[src/rtl/bridge_pkg.sv]
// bridge_pkg: shared APB state encoding, default widths and request record
package bridge_pkg;
  localparam int ADDR_W_DEF = 32;
  localparam int DATA_W_DEF = 32;
  typedef logic [1:0] apb_state_t;
  localparam apb_state_t IDLE   = 2'd0;
  localparam apb_state_t SETUP  = 2'd1;
  localparam apb_state_t ACCESS = 2'd2;
  typedef struct packed {
    logic [ADDR_W_DEF-1:0] addr;
    logic [DATA_W_DEF-1:0] wdata;
    logic                  write;
  } req_t;
endpackage

[src/rtl/apb_master_ctrl_if.sv]
// apb_master_ctrl_if: request-side and APB-side bus bundle; master = controller, slave = its environment
interface apb_master_ctrl_if
  import bridge_pkg::*;
#(
  parameter int ADDR_W = ADDR_W_DEF,
  parameter int DATA_W = DATA_W_DEF
);
  logic              valid;
  logic [ADDR_W-1:0] Haddr_temp;
  logic [DATA_W-1:0] Hwdata_temp;
  logic              Hwrite_temp;
  logic              Hready_out;
  logic [DATA_W-1:0] Hrdata;
  logic              rdata_valid;
  logic              Hresp;
  logic              Psel;
  logic              Penable;
  logic              Pwrite;
  logic [ADDR_W-1:0] Paddr;
  logic [DATA_W-1:0] Pwdata;
  logic              Pready;
  logic [DATA_W-1:0] Prdata;
  logic              Pslverr;
  modport master (
    input  valid, Haddr_temp, Hwdata_temp, Hwrite_temp, Pready, Prdata, Pslverr,
    output Hready_out, Hrdata, rdata_valid, Hresp, Psel, Penable, Pwrite, Paddr, Pwdata
  );
  modport slave (
    output valid, Haddr_temp, Hwdata_temp, Hwrite_temp, Pready, Prdata, Pslverr,
    input  Hready_out, Hrdata, rdata_valid, Hresp, Psel, Penable, Pwrite, Paddr, Pwdata
  );
endinterface

[src/rtl/bridge_req_fifo.sv]
// bridge_req_fifo: request buffer; exposes head and the entry behind it for back-to-back issue
module bridge_req_fifo #(
  parameter int W     = 8,
  parameter int DEPTH = 2
) (
  input  logic                     clk,
  input  logic                     rst_n,
  input  logic                     push_i,
  input  logic                     pop_i,
  input  logic [W-1:0]             din_i,
  output logic [W-1:0]             dout_o,
  output logic [W-1:0]             nxt_o,
  output logic                     full_o,
  output logic                     empty_o,
  output logic [$clog2(DEPTH):0]   count_o
);
  localparam int AW = $clog2(DEPTH);
  localparam int CW = AW + 1;
  logic [W-1:0]  mem_q [DEPTH];
  logic [AW-1:0] rp_q, wp_q;
  logic [CW-1:0] cnt_q;
  assign full_o  = cnt_q == CW'(DEPTH);
  assign empty_o = cnt_q == '0;
  assign count_o = cnt_q;
  assign dout_o  = mem_q[rp_q];
  assign nxt_o   = mem_q[rp_q + AW'(1)];
  always_ff @(posedge clk)
    if (push_i) mem_q[wp_q] <= din_i;
  always_ff @(posedge clk or negedge rst_n)
    if (!rst_n) begin
      rp_q  <= '0;
      wp_q  <= '0;
      cnt_q <= '0;
    end else begin
      if (push_i) wp_q <= wp_q + AW'(1);
      if (pop_i) rp_q <= rp_q + AW'(1);
      cnt_q <= cnt_q + CW'(push_i) - CW'(pop_i);
    end
endmodule

[src/rtl/apb_master_ctrl.sv]
// apb_master_ctrl: buffered request to APB master FSM with registered APB outputs
// Define APB_PSLVERR_EN to return Pslverr on Hresp; otherwise Hresp stays 0.
module apb_master_ctrl
  import bridge_pkg::*;
#(
  parameter int ADDR_W     = ADDR_W_DEF,
  parameter int DATA_W     = DATA_W_DEF,
  parameter int FIFO_DEPTH = 2
) (
  input  logic                 Hclk,
  input  logic                 Hresetn,
  apb_master_ctrl_if.master    bus
);
  localparam int W  = ADDR_W + DATA_W + 1;
  localparam int CW = $clog2(FIFO_DEPTH) + 1;
  apb_state_t        state_q, state_d;
  logic              psel_q, psel_d, pen_q, pen_d, rv_q, rv_d, hresp_q, hresp_d;
  logic [W-1:0]      req_q, req_d, head, nxt;
  logic [DATA_W-1:0] hrdata_q, hrdata_d;
  logic              full, empty, push, pop, more;
  logic [CW-1:0]     count;
  assign push = bus.valid & ~full;
  assign pop  = state_q == ACCESS && bus.Pready;
  // the entry behind the head is only usable if it was already stored before this edge
  assign more = count > CW'(1);
  bridge_req_fifo #(.W(W), .DEPTH(FIFO_DEPTH)) u_fifo (
    .clk(Hclk), .rst_n(Hresetn), .push_i(push), .pop_i(pop),
    .din_i({bus.Haddr_temp, bus.Hwdata_temp, bus.Hwrite_temp}),
    .dout_o(head), .nxt_o(nxt), .full_o(full), .empty_o(empty), .count_o(count)
  );
  always_comb begin
    state_d  = state_q;
    psel_d   = psel_q;
    pen_d    = pen_q;
    req_d    = req_q;
    rv_d     = 1'b0;
    hrdata_d = hrdata_q;
    hresp_d  = hresp_q;
    if (state_q == IDLE && !empty) begin
      state_d = SETUP;
      psel_d  = 1'b1;
      req_d   = head;
    end else if (state_q == SETUP) begin
      state_d = ACCESS;
      pen_d   = 1'b1;
    end else if (pop) begin
      rv_d     = 1'b1;
      hrdata_d = req_q[0] ? hrdata_q : bus.Prdata;
`ifdef APB_PSLVERR_EN
      hresp_d  = bus.Pslverr;
`else
      hresp_d  = 1'b0;
`endif
      state_d  = more ? SETUP : IDLE;
      psel_d   = more;
      pen_d    = 1'b0;
      req_d    = more ? nxt : req_q;
    end
  end
  always_ff @(posedge Hclk or negedge Hresetn)
    if (!Hresetn) begin
      state_q  <= IDLE;
      psel_q   <= 1'b0;
      pen_q    <= 1'b0;
      req_q    <= '0;
      rv_q     <= 1'b0;
      hrdata_q <= '0;
      hresp_q  <= 1'b0;
    end else begin
      state_q  <= state_d;
      psel_q   <= psel_d;
      pen_q    <= pen_d;
      req_q    <= req_d;
      rv_q     <= rv_d;
      hrdata_q <= hrdata_d;
      hresp_q  <= hresp_d;
    end
  assign bus.Hready_out  = ~full;
  assign bus.Psel        = psel_q;
  assign bus.Penable     = pen_q;
  assign bus.Paddr       = req_q[W-1 -: ADDR_W];
  assign bus.Pwdata      = req_q[DATA_W:1];
  assign bus.Pwrite      = req_q[0];
  assign bus.Hrdata      = hrdata_q;
  assign bus.rdata_valid = rv_q;
  assign bus.Hresp       = hresp_q;
endmodule
[src/flat_wrapper.sv]
// flat-port wrapper written by rule: the top's interface ports become plain ports
module apb_master_ctrl_flat import bridge_pkg::*;
#(
  parameter int ADDR_W     = ADDR_W_DEF,
  parameter int DATA_W     = DATA_W_DEF,
  parameter int FIFO_DEPTH = 2
)
  (Hclk, Hresetn, bus_valid, bus_Haddr_temp, bus_Hwdata_temp, bus_Hwrite_temp, bus_Pready, bus_Prdata, bus_Pslverr, bus_Hready_out, bus_Hrdata, bus_rdata_valid, bus_Hresp, bus_Psel, bus_Penable, bus_Pwrite, bus_Paddr, bus_Pwdata);
  apb_master_ctrl_if #(.ADDR_W(ADDR_W), .DATA_W(DATA_W)) bus_i ();
  input  logic Hclk;
  input  logic Hresetn;
  input wire logic [$bits(bus_i.valid)-1:0] bus_valid;
  input wire logic [$bits(bus_i.Haddr_temp)-1:0] bus_Haddr_temp;
  input wire logic [$bits(bus_i.Hwdata_temp)-1:0] bus_Hwdata_temp;
  input wire logic [$bits(bus_i.Hwrite_temp)-1:0] bus_Hwrite_temp;
  input wire logic [$bits(bus_i.Pready)-1:0] bus_Pready;
  input wire logic [$bits(bus_i.Prdata)-1:0] bus_Prdata;
  input wire logic [$bits(bus_i.Pslverr)-1:0] bus_Pslverr;
  output wire logic [$bits(bus_i.Hready_out)-1:0] bus_Hready_out;
  output wire logic [$bits(bus_i.Hrdata)-1:0] bus_Hrdata;
  output wire logic [$bits(bus_i.rdata_valid)-1:0] bus_rdata_valid;
  output wire logic [$bits(bus_i.Hresp)-1:0] bus_Hresp;
  output wire logic [$bits(bus_i.Psel)-1:0] bus_Psel;
  output wire logic [$bits(bus_i.Penable)-1:0] bus_Penable;
  output wire logic [$bits(bus_i.Pwrite)-1:0] bus_Pwrite;
  output wire logic [$bits(bus_i.Paddr)-1:0] bus_Paddr;
  output wire logic [$bits(bus_i.Pwdata)-1:0] bus_Pwdata;
  assign bus_i.valid = bus_valid;
  assign bus_i.Haddr_temp = bus_Haddr_temp;
  assign bus_i.Hwdata_temp = bus_Hwdata_temp;
  assign bus_i.Hwrite_temp = bus_Hwrite_temp;
  assign bus_i.Pready = bus_Pready;
  assign bus_i.Prdata = bus_Prdata;
  assign bus_i.Pslverr = bus_Pslverr;
  assign bus_Hready_out = bus_i.Hready_out;
  assign bus_Hrdata = bus_i.Hrdata;
  assign bus_rdata_valid = bus_i.rdata_valid;
  assign bus_Hresp = bus_i.Hresp;
  assign bus_Psel = bus_i.Psel;
  assign bus_Penable = bus_i.Penable;
  assign bus_Pwrite = bus_i.Pwrite;
  assign bus_Paddr = bus_i.Paddr;
  assign bus_Pwdata = bus_i.Pwdata;
  apb_master_ctrl #(.ADDR_W(ADDR_W), .DATA_W(DATA_W), .FIFO_DEPTH(FIFO_DEPTH)) u_core (.Hclk(Hclk), .Hresetn(Hresetn), .bus(bus_i));
endmodule
[config.mk]
export PLATFORM = sky130hd
export DESIGN_NAME = apb_master_ctrl_flat
export DESIGN_NICKNAME = d
export VERILOG_FILES = /design/src/rtl/bridge_pkg.sv /design/src/rtl/apb_master_ctrl_if.sv /design/src/rtl/bridge_req_fifo.sv /design/src/rtl/apb_master_ctrl.sv /design/src/flat_wrapper.sv
export SDC_FILE = /design/constraint.sdc
export NUM_CORES = 1
export LEC_CHECK = 0
export CORE_UTILIZATION = 30
export CTS_CLUSTER_SIZE = 16
export DETAILED_ROUTE_END_ITERATION = 6
export PLACE_DENSITY = 0.6
export SYNTH_ARGS = -nofsm -noshare
export SYNTH_HDL_FRONTEND = slang
export SYNTH_SLANG_ARGS = --single-unit
export TNS_END_PERCENT = 20
[constraint.sdc]
create_clock -name Hclk -period 5.1 [get_ports Hclk]
set_input_delay 1.02 -clock Hclk [delete_from_list [all_inputs] [get_ports Hclk]]
set_output_delay 1.02 -clock Hclk [all_outputs]
set_load 0.005 [all_outputs]
==> Word level (Yosys, flattened, before mapping) <==
Memories as Yosys holds them, arrays and structs flattened.
Index checks and enable logic that the tools add are counted.
W data, S select, Z words.
{ "op_classes": {"n_mux": 18, "order_cmp": 1, "n_bitwise": 5, "n_addsub": 4, "reduce_logical": 13, "n_eq_ne": 4} }
{ "op_table": {"columns": ["operator", "n"], "rows": [
  ["$mux W65", 4],
  ["$mux W1", 11],
  ["$mux W2", 3],
  ["$reduce_bool A2 Y1", 3],
  ["$eq A2 B2 Y1 const B", 2],
  ["$logic_not A2 Y1", 2],
  ["$not A1 Y1", 4],
  ["$reduce_and A2 Y1", 2],
  ["$reduce_and A4 Y1", 1],
  ["$reduce_and A3 Y1", 1],
  ["$reduce_bool A3 Y1", 1],
  ["$add A1 B1 Y1 const B", 2],
  ["$add A2 B1 Y2", 1],
  ["$eq A2 B1 Y1 const B", 1],
  ["$gt A2 B1 Y1 const B", 1],
  ["$logic_and A1 B1 Y1", 2],
  ["$ne A2 B1 Y1 const B", 1],
  ["$sub A2 B1 Y2", 1],
  ["$and A1 B1 Y1", 1],
  ["$logic_not A1 Y1", 1]
]} }
{ "totals": {"elab_cells": 55, "mem_count": 1, "ramBits": 130, "out_inout_bits": 102, "register_bits": 106} }
{ "memory_table": {"columns": ["memory", "words", "word_bits", "rd", "rd_clocked_by_memory_dff", "write_ports", "line", "rtl"], "rows": [
  ["u_core.u_fifo.mem_q", 2, 65, 2, 0, 1, "bridge_req_fifo.sv:19", "logic [W-1:0] mem_q [DEPTH];"]
]} }

==> Depth between registers and ports, before layout <==
Gate-level depths: netlist of run 1.
An unclocked memory read counts as a cell.
{ "logic_depth": {"ltp_word": 6, "depth_mapped": 8} }

==> By module <==
Synthesis of run 1 repeated with hierarchy kept, for this count alone.
{ "unflattened": {"hier_cells": 593, "area_unflattened_um2": 10709.0} }
{ "by_module_without_submodules": {"columns": ["mod", "n_inst", "seq_area_each_um2", "area_each_um2", "cells_per_inst"], "rows": [
  ["bridge_req_fifo", 1, 4003.8, 6049.6, 290],
  ["apb_master_ctrl", 1, 2552.4, 4659.5, 303]
]} }

==> Worst setup path before layout of run 1 <==
Ideal clock, no wire load.
{ "synth_path": {"path_type": "input -> register", "startpoint": "input port bus_valid", "endpoint": "memory u_core.u_fifo.mem_q[0][0] (netlist bit), enable pin", "slack_ns": 0.781, "arrival_time_ns": 3.831, "t_required_ns": 4.612, "path_stages": 2, "cell_sequence": "nand2_1 nor2_1"} }
{ "synth_between": {"elab_chain_len": 3} }
{ "synth_rtl": {"columns": ["item", "line", "rtl"], "rows": [
  ["from (decl)", "flat_wrapper.sv:12", "input wire logic [$bits(bus_i.valid)-1:0] bus_valid;"],
  ["$and A1 B1 Y1", "apb_master_ctrl.sv:22", "assign push = bus.valid & ~full;"],
  ["$mux W1", "bridge_req_fifo.sv:28", "if (push_i) mem_q[wp_q] <= din_i;"],
  ["$mux W1 (not written as such)", "bridge_req_fifo.sv:28", null],
  ["to (decl)", "bridge_req_fifo.sv:19", null]
]} }
Every way passes these cells.

==> Worst setup path after layout of run 1 <==
{ "layout_path": {"startpoint": "register u_core.u_fifo.cnt_q[0], in the netlist u_core.u_fifo.count_o[0]", "endpoint": "output port bus_Hready_out"} }
{ "layout_between": {"elab_chain_len": 2} }
{ "layout_rtl": {"columns": ["item", "line", "rtl"], "rows": [
  ["from (decl)", "bridge_req_fifo.sv:21", "logic [CW-1:0] cnt_q;"],
  ["from (signal assigned)", "bridge_req_fifo.sv:37", "cnt_q <= cnt_q + CW'(push_i) - CW'(pop_i);"],
  ["$eq A2 B2 Y1", "bridge_req_fifo.sv:22", "assign full_o = cnt_q == CW'(DEPTH);"],
  ["$not A1 Y1", "apb_master_ctrl.sv:78", "assign bus.Hready_out = ~full;"],
  ["to (decl)", "flat_wrapper.sv:19", "output wire logic [$bits(bus_i.Hready_out)-1:0] bus_Hready_out;"]
]} }
Every way passes these cells.

==> flow_metrics.py, run 1 <==
metrics = {
    "run_status": {
        "outcome": "finished, final reports clean",
    },
    "synthesis": {
        "synth_nets": 712,
        "synth_seq_cells": 236,
        "ys_types": 33,
        "synth_top_area_cell": "edfxtp_1",
        "yosysSeqAreaShare": 0.748,
        "synth_top_area_frac": 0.446,
        "synth_warnings": 0,
        "syn_avg_cell_area_um2": 14.4,
        "syn_area_um2": 8760,
        "ys_top_cells_by_area": "edfxtp_1 (45%), dfrtp_1 (30%), a31oi_1 (4.6%)",
        "netlist_instances": 608,
    },
    "grt": {
        "grt_start_max_net_pins": 133,
        "grt_pass1_wl_um": 32800,
        "overflow": 0,
        "antenna_found_initial": 0,
        "grt_pass1_vias": 5624,
        "grt.total_usage": 0.139,
    },
    "place": {
        "port_buffers": 201,
        "place_hpwl_um": 11700,
        "gp_congestion": 0.687,
    },
    "power": {
        "ir_drop_mv": 0.399,
        "powerDensity_nw_per_um2": 629,
        "p_leak_uw": 0.00429,
        "combPwrFrac": 0.357,
        "clockPowerShare": 0.233,
        "p_sw_uw": 2420,
        "intPower_uw": 5060,
        "sw_frac_of_total": 0.323,
        "p_seq_frac": 0.410,
    },
    "routing": {
        "drt_wl_total_um": 20800,
        "routedWlPerCell_um": 17.2,
        "drc": 0,
        "via_count": 5571,
        "drtIter0Drc": 340,
        "vias_per_cell": 4.63,
        "ant_nets": 0,
        "drt_pass1_iterations": 4,
    },
    "sta": {
        "final_max_slew_viol_count": 0,
        "fin_setup_tns_ps": 0,
        "period_needed_ps": 2680,
        "timing.final.crit_share": 0.526,
        "fin_skew_ps": 18.4,
        "worstMarginPinSlew_ps": 1030,
        "hold_violations": 0,
        "rsz0062_at_grt": "no",
        "max_freq_mhz": 373,
        "relSlewSlack": 0.312,
        "setup_viol": 0,
    },
    "die": {
        "die_h_um": 173,
        "dieArea_um2": 29900,
        "num_rows": 62,
        "core_um2": 28700,
        "initial_core_util": 0.305,
        "die_x_um": 173,
        "ios": 204,
    },
    "clock_tree": {
        "hold_buffers": 0,
        "cts.path.max_buffers": 3,
        "cts_made_buffers": 26,
        "tritoncts": "done",
        "postCtsSetupRepairBufs": 0,
        "clkTransAtPathRegs_ps": 60,
        "clkLatencyLatePin_ps": 530,
        "cts_resized": 0,
        "cts_root_buf": "clkbuf_16",
        "cts_max_level": 1,
        "numClockSinks": 236,
    },
    "critical_path": {
        "worstPathMaxFanout": 3,
        "crit_arrival_ps": 1660,
        "start_kind": "register",
        "criticalPathCategory": "reg2out",
        "required_ps": 4080,
        "cp-end-kind": "output pin",
    },
    "finish": {
        "fillerInstances": 2708,
        "final_cell_mix": "clkdlybuf4s50_1 (200), edfxtp_1 (130), dfrtp_1 (106), nor2_1 (67)",
        "mostFrequentLayoutCell": "clkdlybuf4s50_1",
        "syn_to_final_growth_pct": 35.6,
        "fin_util": 0.414,
        "drive_above_1_share": 0.0963,
        "antenna_cells": 0,
        "fin_nets": 904,
    },
    "worst_hold_path": {
        "hp-class": "in2async",
    },
    "flow_run": {
        "drv_cap": 0,
    },
}
-- final cells by class --
cell class | instances | area [um2] | area share
Sequential cell | 236 | 6560 | 0.552
Timing Repair Buffer | 212 | 2100 | 0.177
Multi-Input combinational cell | 321 | 1930 | 0.162
Clock buffer | 40 | 754 | 0.0635
Tap cell | 384 | 480 | 0.0405
Clock inverter | 8 | 42.5 | 0.00358
Inverter | 3 | 11.3 | 0.000948
-- through the flow --
stage	hold WS, ps	total power, uW	instances	worst slack [ps]	cell area, um2
after floorplan	461	4510	608	781	8760
after global placement	466	5780	1156	2260	11100
after detailed placement	474	5830	1156	2260	11100
after CTS	403	7600	1204	2380	11900
after global routing	417	7980	1204	2320	11900
final	415	7480	1204	2420	11900
-- sequential cells by signal, indices dropped and copies added (netlist names) --
| name | count |
|---|---|
| u_core.bus.Hrdata | 32 |
| u_core.bus.Penable | 1 |
| u_core.bus.Psel | 1 |
| u_core.bus.rdata_valid | 1 |
| u_core.req_q | 65 |
| u_core.state_q | 2 |
| u_core.u_fifo.count_o | 2 |
| u_core.u_fifo.mem_q | 130 |
| u_core.u_fifo.rp_q | 1 |
| u_core.u_fifo.wp_q | 1 |
-- synth_stat cells (all sizes together) --
master and n:
edfxtp 130, nor2 69, and3 1, inv 3, buf 33, a21oi 2
nand3 65, nor3 1, o31a 1, o21ai 66, a21o 1, nand2 3
nor2b 1, ha 2, a31oi 65, nand2b 2, xor2 1, clkbuf 15
or4 1, or2 1, conb 1, nor4 1, xnor2 3, o32ai 1
dfrtp 106, mux2 32, o31ai 1
-- cell families after synthesis --
| logic type | share of synthesized area |
|---|---|
| multiplexers | 0.0411 |
| AND/OR/NAND/NOR | 0.0757 |
| buffers and inverters | 0.0347 |
| AO/OA/AOI/OAI | 0.0927 |
| XOR/XNOR | 0.00400 |
| other | 0.000428 |
| flip-flops | 0.748 |
| adder cells (fa/ha/maj) | 0.00286 |
-- power by group through the flow --
stage	clock network [uW]	registers (uW)	logic, uW
6_report	1740	3060	2670
3_3_place_gp	0	3080	2690
5_1_grt	1870	3150	2950
2_1_floorplan	0	3070	1430
3_5_place_dp	0	3100	2730
4_1_cts	1800	3070	2730
-- path summary, 6_finish.rpt --
check                                         start                    end  slack (ps)  cells past startpoint
setup / recovery           u_core.u_fifo.count_o[0]         bus_Hready_out        2420                      3
hold / removal                              Hresetn  u_core.bus.Hrdata[10]         410                      1
setup reg to reg                  u_core.state_q[0]       u_core.req_q[25]        3030                      3
hold reg to reg                u_core.bus.Hrdata[0]   u_core.bus.Hrdata[0]         480                      1
max in group asynchronous                   Hresetn   u_core.bus.Hrdata[0]        3770                      2
min in group Hclk              u_core.bus.Hrdata[0]   u_core.bus.Hrdata[0]         480                      1
-- layer usage --
| layer | share of wire | track usage | vias to the layer above |
|---|---|---|---|
| li1 | - | - | 2639 |
| met1 | 0.44 | 0.183 | 2713 |
| met2 | 0.47 | 0.227 | 185 |
| met3 | 0.068 | 0.0378 | 34 |
| met4 | 0.024 | 0.0361 | 0 |
| met5 | 0 | 0 | - |
-- critical path: stages, from the launching register on --
cell and delay (ps):
dfrtp_1 390, inv_1 100, nand2_1 120, clkdlybuf4s50_1 540
No activity file was read; power rests on OpenSTA's default activity.
==> inputs of run 2 (changes only) <==
- PLACE_DENSITY: 0.6 -> 0.61
- clock period: 5.1 -> 2.32 ns (I/O delays scaled with it)
==> run 2 against run 1 <==
Net effect:
- non-clock buffer count rose by 2
- largest cell class unchanged
- sequential power rose by 120%
- worst hold slack got worse by 400 ps
- flip-flop and latch count did not move
- global-route usage rose by 0.16 points
- critical path type unchanged
- sequential share of layout area fell by 1.0 points
- combinational power rose by 130%
- core utilization rose by 0.77 points
- clock skew fell by 1.5 ps
- wire length rose by 1.6%
- register-to-register slack got worse by 2600 ps
==> flow_metrics.py, run 2 (synthesized netlist as in run 1, its figures left out) <==
metrics = {
    "finish": {
        "largest_reg_flops": 130,
        "syn_to_final_growth_pct": 38.1,
        "top_register": "u_core.u_fifo.mem_q",
        "fin_nets": 907,
        "antenna_cells": 0,
        "drive_above_1_share": 0.102,
        "final_cell_mix": "clkdlybuf4s50_1 (200), edfxtp_1 (130), dfrtp_1 (106), nor2_1 (67)",
        "mostFrequentLayoutCell": "clkdlybuf4s50_1",
    },
    "grt": {
        "grt_pass1_vias": 5700,
        "grt_pass1_wl_um": 33300,
        "use_met3": 0.0396,
        "grt.total_usage": 0.141,
        "grtUsageMet1": 0.186,
        "overflow": 0,
        "grt_busiest_layer": "met2",
        "antenna_found_initial": 0,
        "grt_use_met2": 0.230,
        "grt_start_max_net_pins": 107,
    },
    "critical_path": {
        "cp-end-kind": "output pin",
        "cp_slowest_cell": "clkdlybuf4s50_1",
        "cp.depth": 3,
        "required_ps": 1860,
        "criticalPathCategory": "reg2out",
        "crit_family": "buffers and inverters",
        "crit_end": "bus_Hready_out",
        "start_kind": "register",
        "crit_arrival_ps": 1650,
        "rr_worst_depth": 4,
        "worstPathMaxFanout": 3,
        "ff2ff_setup_slack_ps": 480,
        "reg2reg_to": "u_core.req_q[58]",
        "rr_startpoint": "u_core.state_q[0]",
        "slowest_delay_ps": 540,
        "path_buf_inv": 2,
        "cp_cell_sequence": "inv_1, nand2_1, clkdlybuf4s50_1",
        "startpoint": "u_core.u_fifo.count_o[0]",
    },
    "power": {
        "ir_drop_mv": 0.692,
        "power_uw": 16900,
        "powerDensity_nw_per_um2": 1400,
        "p_leak_uw": 0.00438,
    },
    "die": {
        "ios": 204,
        "dieArea_um2": 29900,
        "die_h_um": 173,
        "core_um2": 28700,
        "die_x_um": 173,
        "initial_core_util": 0.305,
        "num_rows": 62,
    },
    "clock_tree": {
        "clkTransAtPathRegs_ps": 60,
        "numClockSinks": 236,
        "cts.path.max_buffers": 3,
        "cts_max_level": 1,
        "hold_buffers": 0,
        "cts_made_buffers": 27,
        "cts_resized": 0,
        "tritoncts": "done",
        "postCtsSetupRepairBufs": 0,
        "cts_root_buf": "clkbuf_16",
        "clkLatencyLatePin_ps": 540,
    },
    "sta": {
        "setup_viol": 0,
        "hold_violations": 0,
        "fin_skew_ps": 16.9,
        "final_max_slew_viol_count": 0,
        "max_freq_mhz": 473,
        "period_needed_ps": 2120,
        "timing.final.crit_share": 0.912,
        "rsz0062_at_grt": "no",
        "worstMarginPinSlew_ps": 625,
        "relSlewSlack": 0.583,
        "hold_slack_ps": 15.2,
    },
    "place": {
        "gp_congestion": 0.720,
        "place_hpwl_um": 11600,
        "port_buffers": 201,
    },
    "routing": {
        "ant_nets": 0,
        "via_count": 5700,
        "drt_pass1_iterations": 4,
        "routedWlPerCell_um": 17.5,
        "drt_wl_total_um": 21100,
        "vias_per_cell": 4.72,
        "drc": 0,
        "drtIter0Drc": 316,
    },
    "worst_hold_path": {
        "hp-class": "in2async",
    },
    "flow_run": {
        "drv_cap": 0,
    },
    "run_status": {
        "outcome": "finished, final reports clean",
    },
}
==> run 2: changes by cell type in the layout (fill, tap and decap cells not counted), moves of 3 or more <==
cell      before  now
buf_4         11    2
buf_12         1   12
clkbuf_8       3    7
clkinv_2       6    3
==> run 2: area by class of cell <==
cell class	instances	area (um2)
fill	2646	16600
sequential	236	6560
timing repair buffer	214	2260
multi-input combinational	321	1930
clock buffer	45	835
tap	384	480
clock inverter	5	30.0
inverter	3	11.3
==> run 2: worst min-delay path by stage <==
| stage | from | to | slack [ps] | depth (start not counted) |
|---|---|---|---|---|
| final | Hresetn | u_core.bus.Hrdata[10] | 20 | 2 |
| after global routing | Hresetn | u_core.req_q[8] | 60 | 2 |
| after floorplan | Hresetn | u_core.bus.Hrdata[0] | 170 | 0 |
| after CTS | Hresetn | u_core.bus.Hrdata[10] | 40 | 2 |
| after detailed placement | u_core.bus.Hrdata[28] | u_core.bus.Hrdata[28] | 470 | 1 |
| after global placement | u_core.bus.Hrdata[2] | u_core.bus.Hrdata[2] | 470 | 1 |
==> run 2: power by group <==
| part | leakage (uW) | switching, uW | total (uW) | internal [uW] |
|---|---|---|---|---|
| Sequential | 0.00241 | 702 | 6720 | 6020 |
| Clock | 0.000428 | 1630 | 4070 | 2440 |
| Combinational | 0.00154 | 3070 | 6140 | 3070 |
| Total | 0.00438 | 5400 | 16900 | 11500 |
==> run 2: metrics by stage <==
stage,setup TNS [ps],worst slack (ps),area [um2],instances,utilization
global route,0,96.0,12100,1208,0.421
floorplan,-16230,-250,8770,608,-
CTS,0,156,12100,1208,0.421
detailed placement,0,234,11200,1158,0.391
global placement,0,262,11200,1158,0.391
finish,0,204,12100,1208,0.421
==> run 2: routing by layer <==
metal  share of wire  vias to the layer above
met3           0.078                       27
met5               0                        -
met2            0.48                      185
li1                -                     2658
met1            0.43                     2830
met4           0.017                        0
==> run 2: worst register-to-register path, delay by kind of cell, from the launching register on <==
family          cells  cell delay [ps]
flops               1              580
compound gates      1               80
buf+inv             1              240
simple gates        2              790
==> inputs of run 3 (changes only) <==
- CORE_UTILIZATION: 30 -> 37
- PLACE_DENSITY: 0.61 -> 0.72
==> run 3 against run 2 <==
Net effect:
- via count is essentially flat
- maximum frequency shrank 1.0%
- clock-buffer cell count shrank 15
- non-clock buffer count grew 7
- cell count shrank 5.7%
- critical path depth is the same
- die area shrank 19%
- flip-flop and latch count is the same
- critical path type unchanged
==> flow_metrics.py, run 3 (synthesized netlist as in run 1, its figures left out) <==
metrics = {
    "critical_path": {
        "path_buf_inv": 2,
        "criticalPathCategory": "reg2out",
        "crit_arrival_ps": 1670,
        "start_kind": "register",
        "cp_slowest_cell": "clkdlybuf4s50_1",
        "required_ps": 1860,
        "worstPathMaxFanout": 3,
        "cp-end-kind": "output pin",
        "cp_cell_sequence": "inv_1, nand2_1, clkdlybuf4s50_1",
        "crit_family": "buffers and inverters",
        "slowest_delay_ps": 550,
    },
    "routing": {
        "drtIter0Drc": 329,
        "routedWlPerCell_um": 17.9,
        "drt_pass1_iterations": 5,
        "via_count": 5701,
        "drc": 0,
        "ant_nets": 0,
        "drt_wl_total_um": 20400,
        "vias_per_cell": 5.01,
    },
    "place": {
        "gp_congestion": 0.710,
        "place_hpwl_um": 12000,
        "place_area_um2": 11100,
        "port_buffers": 201,
    },
    "sta": {
        "setup_viol": 0,
        "timing.final.crit_share": 0.921,
        "final_max_slew_viol_count": 0,
        "period_needed_ps": 2140,
        "fin_skew_ps": 19.9,
        "relSlewSlack": 0.418,
        "max_freq_mhz": 468,
        "hold_violations": 0,
        "rsz0062_at_grt": "no",
        "hold_slack_ps": 480,
        "fin_setup_tns_ps": 0,
        "worstMarginPinSlew_ps": 873,
    },
    "clock_tree": {
        "cts.path.max_buffers": 3,
        "cts_max_level": 1,
        "hold_buffers": 1,
        "cts_resized": 0,
        "numClockSinks": 236,
        "cts_root_buf": "clkbuf_16",
        "clkTransAtPathRegs_ps": 60,
        "clkLatencyLatePin_ps": 520,
        "cts_made_buffers": 25,
        "tritoncts": "done",
        "postCtsSetupRepairBufs": 0,
    },
    "die": {
        "num_rows": 55,
        "core_um2": 22900,
        "initial_core_util": 0.382,
        "dieArea_um2": 24300,
        "ios": 204,
        "die_h_um": 156,
        "die_x_um": 156,
    },
    "finish": {
        "antenna_cells": 0,
        "syn_to_final_growth_pct": 36.9,
        "largest_reg_flops": 130,
        "final_cell_mix": "clkdlybuf4s50_1 (200), edfxtp_1 (130), dfrtp_1 (106), nor2_1 (67)",
        "top_register": "u_core.u_fifo.mem_q",
        "fillerInstances": 1952,
        "drive_above_1_share": 0.109,
        "fin_util": 0.523,
        "fin_nets": 912,
        "mostFrequentLayoutCell": "clkdlybuf4s50_1",
        "final_area_um2": 12000,
    },
    "grt": {
        "grt.total_usage": 0.168,
        "overflow": 0,
        "grt_pass1_vias": 5690,
        "grt_pass1_wl_um": 31500,
        "antenna_found_initial": 0,
        "grt_start_max_net_pins": 74,
    },
    "flow_run": {
        "drv_cap": 0,
    },
    "worst_hold_path": {
        "hp-class": "reg2reg",
    },
    "power": {
        "ir_drop_mv": 0.677,
        "powerDensity_nw_per_um2": 1410,
        "p_leak_uw": 0.00438,
    },
    "run_status": {
        "outcome": "finished, final reports clean",
    },
}
[run 3: cell types whose count changed in the layout (fill, tap and decap cells not counted), sizes merged]
cell	before	now
buf	14	20
bufinv	0	4
clkbuf	45	30
clkinv	3	10
clkinvlp	0	1
dlygate4sd3	0	1
inv	5	3
[run 3: power breakdown]
| part | total, uW | internal (uW) | leakage (uW) | switching, uW |
|---|---|---|---|---|
| sequential | 6730 | 6020 | 0.00241 | 716 |
| combinational | 6130 | 3060 | 0.00156 | 3060 |
| clock | 4050 | 2460 | 0.000414 | 1600 |
| total | 16900 | 11500 | 0.00438 | 5380 |
[run 3: stage by stage]
step	cells	power, uW	setup WS, ps
2_1_floorplan	608	9900	-250
3_3_place_gp	1093	12800	227
3_5_place_dp	1093	13000	204
4_1_cts	1139	17200	161
5_1_grt	1139	18000	114
6_report	1139	16900	183
[run 3: worst register-to-register path, stage by stage (launching register included)]
cell and delay (ps):
dfrtp_1 540, or4_4 910, nand3_1 320, a31oi_1 100
[run 3: final timing paths]
path                                               start                    to  slack (ps)  cells past startpoint
worst max-delay path            u_core.u_fifo.count_o[0]        bus_Hready_out         180                      3
worst min-delay path                u_core.bus.Hrdata[7]  u_core.bus.Hrdata[7]         480                      1
worst max register to register         u_core.state_q[1]      u_core.req_q[63]         320                      3
worst min register to register      u_core.bus.Hrdata[7]  u_core.bus.Hrdata[7]         480                      1
max in group asynchronous                        Hresetn      u_core.req_q[54]        1260                      3
min in group asynchronous                        Hresetn       u_core.req_q[1]         510                      3
[run 3: layer usage]
layer | global-route usage | up-vias | wire length (um)
met2 | 0.281 | 225 | 9780
met1 | 0.214 | 2794 | 8600
li1 | - | 2650 | -
met4 | 0.0518 | 0 | 407
met3 | 0.0408 | 32 | 1570
met5 | 0 | - | 0
[run 3: final cells by class]
class	instances	area (um2)	share of cell area
repair buffers	221	2260	0.189
inverters	3	11.3	0.000939
clock inverters	15	184	0.0153
well taps	313	392	0.0327
flip-flops and latches	236	6560	0.547
multi-input cells	321	1930	0.161
clock buffers	30	654	0.0546
